<file path="config.mk">
export PLATFORM = sky130hd
export DESIGN_NAME = seq_divider_64bit
export DESIGN_NICKNAME = d
export VERILOG_FILES = /design/src/rtl/seq_divider_64bit.sv
export SDC_FILE = /design/constraint.sdc
export NUM_CORES = 1
export LEC_CHECK = 0
export ABC_CLOCK_PERIOD_IN_PS = 2800
export BUFFER_PORTS_ARGS = -buffer_cell sky130_fd_sc_hd__buf_2
export CAP_MARGIN = 20
export CORE_ASPECT_RATIO = 1.75
export CORE_UTILIZATION = 52
export DETAILED_ROUTE_END_ITERATION = 10
export GPL_TIMING_DRIVEN = 0
export PLACE_DENSITY_LB_ADDON = 0.1
export SYNTH_ARGS = -nofsm -noshare
export SYNTH_HDL_FRONTEND = slang
export SYNTH_SLANG_ARGS = --single-unit
</file>
<file path="constraint.sdc">
create_clock -name clk -period 2.8 [get_ports clk]
set_input_delay 0.28 -clock clk [delete_from_list [all_inputs] [get_ports clk]]
set_output_delay 0.28 -clock clk [all_outputs]
set_load 0.05 [all_outputs]
</file>
<file path="src/rtl/seq_divider_64bit.sv">
// Multi-cycle restoring divider: one quotient bit per clock via a WIDTH+1 bit trial subtraction.
// Define DIVIDER_SIGNED_EN to honour is_signed (truncating signed division with overflow flag).
module seq_divider_64bit #(
    parameter int WIDTH = 64,
    parameter int CNT_W = 7
) (
    input  logic             clk,
    input  logic             rst,
    input  logic             start,
    input  logic [WIDTH-1:0] dividend,
    input  logic [WIDTH-1:0] divisor,
    input  logic             is_signed,
    output logic             busy,
    output logic             done,
    output logic [WIDTH-1:0] quotient,
    output logic [WIDTH-1:0] remainder,
    output logic             div_by_zero,
    output logic             overflow
);

    typedef enum logic [1:0] {
        IDLE = 2'd0,
        CALC = 2'd1,
        DONE = 2'd2
    } state_t;

    state_t state, state_next;

    logic [CNT_W-1:0] cnt;
    logic [WIDTH-1:0] rem_r;
    logic [WIDTH-1:0] q_r;
    logic [WIDTH-1:0] div_mag;
    logic             neg_q;
    logic             neg_r;

    logic             a_neg;
    logic             b_neg;
    logic [WIDTH-1:0] a_mag;
    logic [WIDTH-1:0] b_mag;
    logic             zero_div;
    logic             ovf_case;

    logic [WIDTH-1:0] shifted;
    logic [WIDTH:0]   trial;
    logic [WIDTH-1:0] rem_step;
    logic [WIDTH-1:0] q_step;
    logic [WIDTH-1:0] q_final;
    logic [WIDTH-1:0] r_final;
    logic             last;

`ifdef DIVIDER_SIGNED_EN
    localparam logic [WIDTH-1:0] MIN_VAL = {1'b1, {(WIDTH-1){1'b0}}};

    always_comb begin
        a_neg    = is_signed & dividend[WIDTH-1];
        b_neg    = is_signed & divisor[WIDTH-1];
        ovf_case = is_signed && (dividend == MIN_VAL) && (divisor == '1);
    end
`else
    logic unused_signed;

    always_comb begin
        unused_signed = is_signed;
        a_neg         = 1'b0;
        b_neg         = 1'b0;
        ovf_case      = 1'b0;
    end
`endif

    always_comb begin
        zero_div = (divisor == '0);
        a_mag    = a_neg ? (~dividend + 1'b1) : dividend;
        b_mag    = b_neg ? (~divisor + 1'b1) : divisor;
    end

    // One restoring step; the borrow of the trial subtraction is the inverted quotient bit.
    always_comb begin
        shifted  = {rem_r[WIDTH-2:0], q_r[WIDTH-1]};
        trial    = {1'b0, shifted} - {1'b0, div_mag};
        rem_step = trial[WIDTH] ? shifted : trial[WIDTH-1:0];
        q_step   = {q_r[WIDTH-2:0], ~trial[WIDTH]};
        q_final  = neg_q ? (~q_step + 1'b1) : q_step;
        r_final  = neg_r ? (~rem_step + 1'b1) : rem_step;
        last     = (cnt == CNT_W'(WIDTH - 1));
    end

    always_ff @(posedge clk) begin
        if (rst) begin
            state <= IDLE;
        end else begin
            state <= state_next;
        end
    end

    always_comb begin
        state_next = state;
        case (state)
            IDLE, DONE: begin
                if (start) begin
                    if (zero_div || ovf_case) begin
                        state_next = DONE;
                    end else begin
                        state_next = CALC;
                    end
                end
            end
            CALC: begin
                if (last) begin
                    state_next = DONE;
                end
            end
            default: state_next = IDLE;
        endcase
    end

    assign busy = (state == CALC);

    // Special cases finish straight from the accepting cycle; the sign fix-up rides on the last step.
    always_ff @(posedge clk) begin
        if (rst) begin
            cnt         <= '0;
            rem_r       <= '0;
            q_r         <= '0;
            div_mag     <= '0;
            neg_q       <= 1'b0;
            neg_r       <= 1'b0;
            quotient    <= '0;
            remainder   <= '0;
            div_by_zero <= 1'b0;
            overflow    <= 1'b0;
            done        <= 1'b0;
        end else begin
            done <= 1'b0;
            case (state)
                IDLE, DONE: begin
                    if (start) begin
                        if (zero_div) begin
                            quotient    <= '1;
                            remainder   <= dividend;
                            div_by_zero <= 1'b1;
                            overflow    <= 1'b0;
                            done        <= 1'b1;
                        end else if (ovf_case) begin
                            quotient    <= dividend;
                            remainder   <= '0;
                            div_by_zero <= 1'b0;
                            overflow    <= 1'b1;
                            done        <= 1'b1;
                        end else begin
                            cnt         <= '0;
                            rem_r       <= '0;
                            q_r         <= a_mag;
                            div_mag     <= b_mag;
                            neg_q       <= a_neg ^ b_neg;
                            neg_r       <= a_neg;
                            div_by_zero <= 1'b0;
                            overflow    <= 1'b0;
                        end
                    end
                end
                CALC: begin
                    rem_r <= rem_step;
                    q_r   <= q_step;
                    cnt   <= cnt + 1'b1;
                    if (last) begin
                        quotient  <= q_final;
                        remainder <= r_final;
                        done      <= 1'b1;
                    end
                end
                default: ;
            endcase
        end
    end

endmodule

</file>
# Word-level counts from Yosys, hierarchy flattened
# Index checks and enable logic that the tools add are counted.
# word_totals
reg_bits	330
word_cells	55
# op_classes
muxes	26
addsub	2
reduce_logical	9
n_bitwise	2
n_eq_ne	7
# op_table
cell	n
$mux 64	9
$pmux 64 s2	3
$mux 63	2
$pmux 63 s2	1
$sub 64x64->65	1
$logic_not 64->1	1
$mux 7	2
$pmux 7 s2	1
$add 7x1->7 const B	1
$eq 7x6->1 const B	1
$mux 2	3
$ne 2x2->1 const B	3
$reduce_and 3->1	2
$pmux 2 s2	1
$reduce_and 2->1	2
$reduce_and 4->1	1
$mux 1	3
$eq 2x1->1 const B	1
$eq 2x2->1 const B	1
$logic_not 2->1	1
$ne 2x1->1 const B	1
$not 1->1	2
$pmux 1 s2	1
$reduce_bool 2->1	1
$reduce_or 2->1	1

# Depth between registers and ports, before layout
# Gate-level depths: netlist of the first run.
# logic_depth
ltp_word	4
ltp_mapped	15

# Worst setup path after synthesis of the first run
# No wires, ideal clock.
# synth_path
path_type	register to register
startpoint	register q_r[63]
endpoint	register rem_r[36]
setup_time_ns	0.117
path_stages_with_launch	14
synth_period_minus_slack_ns	3.046
arrival_ns	2.929
n_path_buf	2
setup_slack_ns	-0.246
t_required_ns	2.683
cell_sequence	dfxtp_1 inv_1 ha_1 fa_1 nand2b_1 a21oi_1 o21ai_1 a211oi_2 or3_4 a41o_1 buf_6 buf_12 mux2_1 a22o_1
# synth_via
elab_chain_cells	3
# synth_rtl
item	line	text
from (decl)	31	logic [WIDTH-1:0] q_r;
from (signal assigned)	152	q_r <= a_mag;
from (signal assigned)	163	q_r <= q_step;
$sub 64x64->65	79	trial = {1'b0, shifted} - {1'b0, div_mag};
$mux 64	80	rem_step = trial[WIDTH] ? shifted : trial[WIDTH-1:0];
$pmux 63 s2	134	case (state)
to (signal assigned)	162	rem_r <= rem_step;
to (decl)	30	logic [WIDTH-1:0] rem_r;
# No other way between the ends.
# A chain may end at the register's enable or synchronous reset.

# Worst setup path in the final report of the first run
# layout_path
startpoint	register q_r[63]
endpoint	register remainder[53]
# layout_via
elab_chain_cells	4
# layout_rtl
item	line	text
$sub 64x64->65	79	
$mux 64	80	
$mux 64	165	if (last) begin
$pmux 64 s2	134	
to (signal assigned)	139	remainder <= dividend;
to (signal assigned)	167	remainder <= r_final;
to (decl)	16	output logic [WIDTH-1:0] remainder,
# No other way between the ends. The select of a mux whose other input is x is not followed.

==> results.json, run 1 <==
{
  "worstPathCellList": "inv_4 > ha_4 > fa_2 > nand2b_4 > a21oi_4 > o21ai_4 > a211oi_4 > or3_4 > buf_6 > a41oi_4 > buf_6 > buf_12 > buf_8 > o211ai_1 > a31oi_1",
  "h-tree-depth": 1,
  "cp_max_fo": 6,
  "async_flop_share_pct": 0,
  "synthesis.area_um2": 17600,
  "gp_congestion": 0.987,
  "first_global_vias": 19500,
  "instances_no_fill": 3284,
  "areaGrowthSynthToFinish_pct": 41.4,
  "fillers": 2488,
  "yosysUniqueCellTypes": 78,
  "synth_area_leader_cell": "dfxtp_1",
  "ys_seq_elements": 330,
  "fin_tns_setup_ps": -66350,
  "yosysSeqAreaShare_pct": 37.5,
  "die_area_um2": 34600,
  "cts_root_buffer": "clkbuf_16",
  "die_y_um": 245,
  "grt_max_degree": 16,
  "antenna_found_initial": 2,
  "min_period_ps": 3480,
  "yosys_warnings": 0,
  "hold-worst-slack_ps": -13.8,
  "post_drt_wl_per_cell_um": 23.6,
  "numClockSinks": 330,
  "reg2regPathDepth": 15,
  "syn_inst": 2313,
  "slowest_stage": "dfxtp_4",
  "worstMarginPinSlew_ps": 1300,
  "vias": 20500,
  "powerDensity_nw_per_um2": 1590,
  "ys.flop_type": "dfxtp_1",
  "start_util_pct": 53.1,
  "synth_edf_count": 0,
  "required_ps": 3240,
  "syn_nets": 2512,
  "row_count": 88,
  "final_util_pct": 75.1,
  "leakage_nw": 9.99,
  "yosysTopAreaCellShare_pct": 37.5,
  "vias_per_cell": 6.25,
  "status": "finished, violations left",
  "drt_first_pass_iters": 6,
  "cts_buffer_depth": 3,
  "slew_headroom_pct": 13.0,
  "fp.dieW_um": 141,
  "clkTransAtPathRegs_ps": 80,
  "endpoint_kind": "register",
  "place_inst": 3025,
  "grt_first_pass_wirelength_um": 110000,
  "violations": "negative hold slack, negative setup slack",
  "drv_slew": 0,
  "drtAntennaViolNets": 0,
  "fmax_mhz": 287,
  "cpMostUsedCell": "buf_6",
  "drc": 0,
  "syn_area_per_cell_um2": 7.61,
  "cts_tree": "yes",
  "fin_crit_sh_pct": 124,
  "worst_slack_ps": -684,
  "start_kind": "register",
  "crit_buf_inv": 5,
  "slowest_delay_ps": 380,
  "numPortBuffers": 261,
  "clk_latency_ps": 620,
  "wl_um": 77400,
  "critical_path_class": "reg -> reg",
  "ir_drop_mv": 1.13,
  "arrival_ps": 3920,
  "power_mw": 39.5,
  "coreArea_um2": 33100,
  "pin_count": 264,
  "overflow": 0,
  "ff2ff_setup_slack_ps": -680,
  "cts_made_buffers": 31,
  "drive_gt1_share_pct": 28.0,
  "hp-class": "in -> reg",
  "maxCapViolCount": 0,
  "grt.total_usage_pct": 41.7,
  "setup_viol": 130,
  "endpoint": "remainder[53]$_SDFFE_PP0P_",
  "dpl.hpwl_um": 53200,
  "skew_ps": 42.8,
  "reg2reg_to": "remainder[53]$_SDFFE_PP0P_",
  "drt_iter0_markers": 1859,
  "cp.depth": 15,
  "synthTopCellsByArea": "dfxtp_1 38%, nand2_1 9.4%, a21oi_1 6.3%",
  "rsz0062_at_grt": "yes",
  "hold_viol": 3,
  "crit_start": "q_r[63]$_SDFFE_PP0P_",
  "fin_nets": 3009,
  "crit_family": "compound AO/OA/AOI/OAI gates",
  "r2r_start": "q_r[63]$_SDFFE_PP0P_"
}
-- sequential cells by signal, summed over array words and instances (netlist names) --
register     flops
quotient        64
rem_r           63
q_r             64
state            2
cnt              7
div_mag         64
div_by_zero      1
remainder       64
done             1
-- metal layers --
metal | share of wire (%) | track usage [%]
met5 | 0 | 0
met4 | 10 | 35.6
met3 | 8.9 | 8.00
met2 | 46 | 70.6
met1 | 35 | 44.4
-- worst min path at each step --
stage                          startpoint                          to  slack, ps  cells after the start
2_1_floorplan                 divisor[27]    div_mag[27]$_SDFFE_PP0P_        410                      2
3_3_place_gp   remainder[22]$_SDFFE_PP0P_  remainder[22]$_SDFFE_PP0P_        440                      2
3_5_place_dp     div_mag[27]$_SDFFE_PP0P_    div_mag[27]$_SDFFE_PP0P_        440                      2
4_1_cts                      dividend[62]        q_r[62]$_SDFFE_PP0P_        0.2                      3
5_1_grt                      dividend[14]        q_r[14]$_SDFFE_PP0P_          5                      3
6_report                      divisor[10]    div_mag[10]$_SDFFE_PP0P_        -10                      3
-- worst register-to-register path, cell delays in order (launching register included) --
cell and delay [ps]:
dfxtp_4 380, inv_4 50, ha_4 150, fa_2 350, nand2b_4 170, a21oi_4 230, o21ai_4 140, a211oi_4 360
or3_4 240, buf_6 120, a41oi_4 230, buf_6 210, buf_12 150, buf_8 140, o211ai_1 270, a31oi_1 120
-- what timing repair did --
item | CTS | global route
hold endpoints to repair | 114 | 0
gates cloned | 9 | 4
hold buffers | 112 | 0
pin swaps | 70 | 121
setup endpoints to repair | 325 | 273
gates resized for setup | 312 | 235
buffers inserted | 58 | 47
-- cell families (layout without fill, tap and decap cells) --
logic type	Yosys count	count (layout)	synth area share, %
simple gates	883	884	21.0
other cells	1	2	0.0213
mux	32	32	1.84
fa+ha+maj	67	67	4.80
buf+inv	258	777	5.95
flops	330	330	37.5
xor+xnor	50	50	2.49
compound gates	692	692	26.4
-- cell usage in the layout, fill, tap and decap left out, types with 23 or more instances in the layout --
cell | netlist | routed
nand2_1 | 440 | 422
mux2i_4 | 0 | 23
nand4_1 | 24 | 24
nor3_1 | 34 | 30
dlygate4sd3_1 | 0 | 112
dfxtp_2 | 0 | 46
ha_1 | 66 | 28
nor2_1 | 267 | 258
a21oi_1 | 221 | 182
o211ai_1 | 25 | 25
a21oi_2 | 0 | 33
inv_1 | 83 | 76
clkbuf_1 | 146 | 109
dfxtp_1 | 330 | 278
ha_4 | 0 | 24
buf_6 | 3 | 25
o21ai_0 | 68 | 49
a211oi_1 | 90 | 78
nand3_1 | 33 | 29
clkbuf_16 | 0 | 35
a21o_1 | 23 | 23
buf_2 | 14 | 264
xnor2_1 | 24 | 24
buf_4 | 2 | 78
a311oi_1 | 70 | 67
-- cells in the mapped netlist, types with 4 or more instances --
library cell and n:
a32o_1 5, a22o_1 4, inv_1 83, a21boi_0 7, nand2_1 440, nand4_1 24
and2_1 10, a21oi_1 221, o21ai_1 16, o211ai_1 25, nand3_1 33, nor3_1 34
and3_1 7, clkbuf_1 146, o21a_1 18, mux2i_1 29, buf_2 14, o21ai_0 68
ha_1 66, a22oi_1 19, nor4_1 23, or3_1 15, xor2_1 26, nand2b_1 12
a31oi_1 16, buf_1 7, dfxtp_1 330, a311oi_1 70, nor2_1 267, a21o_1 23
o31ai_1 14, a211o_1 22, xnor2_1 24, a211oi_1 90, o21bai_1 15, a2bb2oi_1 18
-- layout make-up --
cell class | instances | area (um^2) | share of cell area (%)
diodes | 1 | 2.50 | 0.0101
plain buffers | 151 | 835 | 3.35
clock buffers | 43 | 871 | 3.50
clock inverters | 13 | 150 | 0.603
inverters | 84 | 320 | 1.29
multi-input cells | 1726 | 11900 | 47.7
flip-flops and latches | 330 | 6690 | 26.9
well taps | 450 | 563 | 2.26
repair buffers | 486 | 3590 | 14.4
-- report_power, final --
group / total, mW / switching (mW) / internal [mW]
clock network: 4.39 / 1.95 / 2.44
logic: 29.0 / 15.9 / 13.1
registers: 6.04 / 0.781 / 5.26
total: 39.5 / 18.6 / 20.8
-- stage by stage --
stage | setup slack, ps | cell area [um^2]
after global routing | -703 | 24900
after global placement | -2280 | 19600
after CTS | -475 | 23500
final | -684 | 24900
after floorplan | -21.5 | 17700
after detailed placement | -2110 | 19600
No activity file was read; power rests on OpenSTA's default activity.
==> inputs of run 2 (changes only) <==
--- a/config.mk
+++ b/config.mk
@@ -6,9 +6,9 @@
 export NUM_CORES = 1
 export LEC_CHECK = 0
-export ABC_CLOCK_PERIOD_IN_PS = 2800
+export ABC_CLOCK_PERIOD_IN_PS = 3300
 export BUFFER_PORTS_ARGS = -buffer_cell sky130_fd_sc_hd__buf_2
 export CAP_MARGIN = 20
 export CORE_ASPECT_RATIO = 1.75
-export CORE_UTILIZATION = 52
+export CORE_UTILIZATION = 35
 export DETAILED_ROUTE_END_ITERATION = 10
 export GPL_TIMING_DRIVEN = 0
==> constraint.sdc (replaced) <==
create_clock -name clk -period 3.3 [get_ports clk]
set_input_delay 0.33 -clock clk [delete_from_list [all_inputs] [get_ports clk]]
set_output_delay 0.33 -clock clk [all_outputs]
set_load 0.01 [all_outputs]
==> results.json, run 2 (synthesis results as in run 1) <==
{
  "cts_root_buffer": "clkbuf_16",
  "vias": 18600,
  "grt_first_pass_wirelength_um": 111000,
  "hp-class": "in -> reg",
  "numClockSinks": 330,
  "power_mw": 30.7,
  "areaGrowthSynthToFinish_pct": 31.0,
  "h-tree-depth": 2,
  "drive_gt1_share_pct": 24.5,
  "cts_tree": "yes",
  "fin_crit_sh_pct": 105,
  "r2r_start": "div_mag[24]$_SDFFE_PP0P_",
  "maxCapViolCount": 0,
  "drv_slew": 0,
  "die_y_um": 299,
  "start_util_pct": 35.5,
  "reg2regPathDepth": 16,
  "numPortBuffers": 261,
  "rsz0062_at_grt": "yes",
  "cts_buffer_depth": 3,
  "drt_first_pass_iters": 7,
  "coreArea_um2": 49600,
  "mostFrequentLayoutCell": "nand2_1",
  "min_period_ps": 3460,
  "fin_nets": 2866,
  "ir_drop_mv": 0.716,
  "reg2reg_to": "remainder[12]$_SDFFE_PP0P_",
  "clkTransAtPathRegs_ps": 70,
  "gp_congestion": 0.931,
  "worst_slack_ps": -158,
  "setup_viol": 117,
  "fillers": 5094,
  "status": "finished, violations left",
  "endpoint_kind": "register",
  "post_drt_wl_per_cell_um": 23.0,
  "cts_made_buffers": 34,
  "hp-start": "divisor[59]",
  "postCtsHoldBufs": 0,
  "dpl.hpwl_um": 60600,
  "antenna_found_initial": 0,
  "clk_latency_ps": 550,
  "drt_iter0_markers": 1165,
  "drtAntennaViolNets": 0,
  "critical_path_class": "reg -> reg",
  "arrival_ps": 3840,
  "hold-worst-slack_ps": 32.8,
  "skew_ps": 16.0,
  "final_cell_mix": "426 x nand2_1, 291 x dfxtp_1, 264 x buf_2",
  "wl_um": 77200,
  "slew_headroom_pct": 17.9,
  "fmax_mhz": 289,
  "die_area_um2": 51300,
  "powerDensity_nw_per_um2": 1330,
  "fp.dieW_um": 172,
  "ff2ff_setup_slack_ps": -160,
  "first_global_vias": 18000,
  "row_count": 108,
  "worstMarginPinSlew_ps": 1220,
  "hold_viol": 0,
  "start_kind": "register",
  "pin_count": 264,
  "cp_max_fo": 8,
  "holdPathEnd": "div_mag[59]$_SDFFE_PP0P_",
  "vias_per_cell": 5.56,
  "leakage_nw": 9.21,
  "hold_depth": 3,
  "violations": "negative setup slack",
  "drc": 0,
  "grt.total_usage_pct": 29.1,
  "pre_cts_slack_ps": -1940,
  "grt_max_degree": 15,
  "overflow": 0,
  "required_ps": 3680
}
## run 2: layout make-up
class                           count  area (um^2)  area share (%)
Antenna cell                        1         2.50          0.0108
Buffer                            155          812            3.52
Clock buffer                       48          995            4.31
Clock inverter                     10         78.8           0.342
Inverter                           84          315            1.37
Multi-Input combinational cell   1725        11300            48.9
Sequential cell                   330         6660            28.9
Tap cell                          660          826            3.58
Timing Repair Buffer              337         2100            9.12
## run 2: critical path: stages, from the launching register on
cell	delay (ps)
dfxtp_2	330
inv_1	80
ha_4	280
buf_6	100
nand4_1	100
buf_4	180
or4_4	540
a211oi_4	310
or3_4	240
a41o_4	240
buf_12	170
buf_8	130
buf_4	110
clkbuf_16	140
nand2_2	40
o211ai_1	180
a211oi_1	130
## run 2: stage by stage
stage               instance area, um^2  cells  TNS [ps]  utilization [%]
floorplan                         17600   2313         0                -
global placement                  19700   3234   -497810             39.8
detailed placement                19800   3235   -395250             39.8
CTS                               22300   3316     -3810             44.9
global route                      23100   3349    -11220             46.5
finish                            23100   3350     -7400             46.5
## run 2: routing by layer
| layer | wire (um) | up-vias | part of all wire [%] | GRT usage, % |
|---|---|---|---|---|
| met5 | 0 | - | 0 | 0 |
| met4 | 5710 | 0 | 7.4 | 17.5 |
| met3 | 3670 | 228 | 4.8 | 3.42 |
| met1 | 28900 | 8789 | 37 | 31.5 |
| met2 | 38900 | 691 | 50 | 53.3 |
| li1 | - | 8925 | - | - |
## run 2: worst max path at each step
| stage | startpoint | to | slack (ps) |
|---|---|---|---|
| 2_1_floorplan | q_r[63]$_SDFFE_PP0P_ | rem_r[36]$_SDFFE_PP0P_ | 250 |
| 3_3_place_gp | divisor[1] | remainder[2]$_SDFFE_PP0P_ | -2260 |
| 3_5_place_dp | divisor[19] | remainder[2]$_SDFFE_PP0P_ | -1940 |
| 4_1_cts | q_r[63]$_SDFFE_PP0P_ | remainder[8]$_SDFFE_PP0P_ | -110 |
| 5_1_grt | div_mag[24]$_SDFFE_PP0P_ | remainder[58]$_SDFFE_PP0P_ | -190 |
| 6_report | div_mag[24]$_SDFFE_PP0P_ | remainder[12]$_SDFFE_PP0P_ | -160 |
## run 2: where the power goes
part	internal [mW]	switching [mW]	total, mW
Combinational	9.61	12.2	21.8
Sequential	4.44	0.573	5.01
Clock	2.18	1.70	3.88
Total	16.2	14.5	30.7
## run 2: timing repair
action                     in CTS  in global routing
gates resized for setup       259                142
pin swaps                      54                 88
setup endpoints to repair     315                123
setup buffers                  33                 35
gates cloned                    5                  5
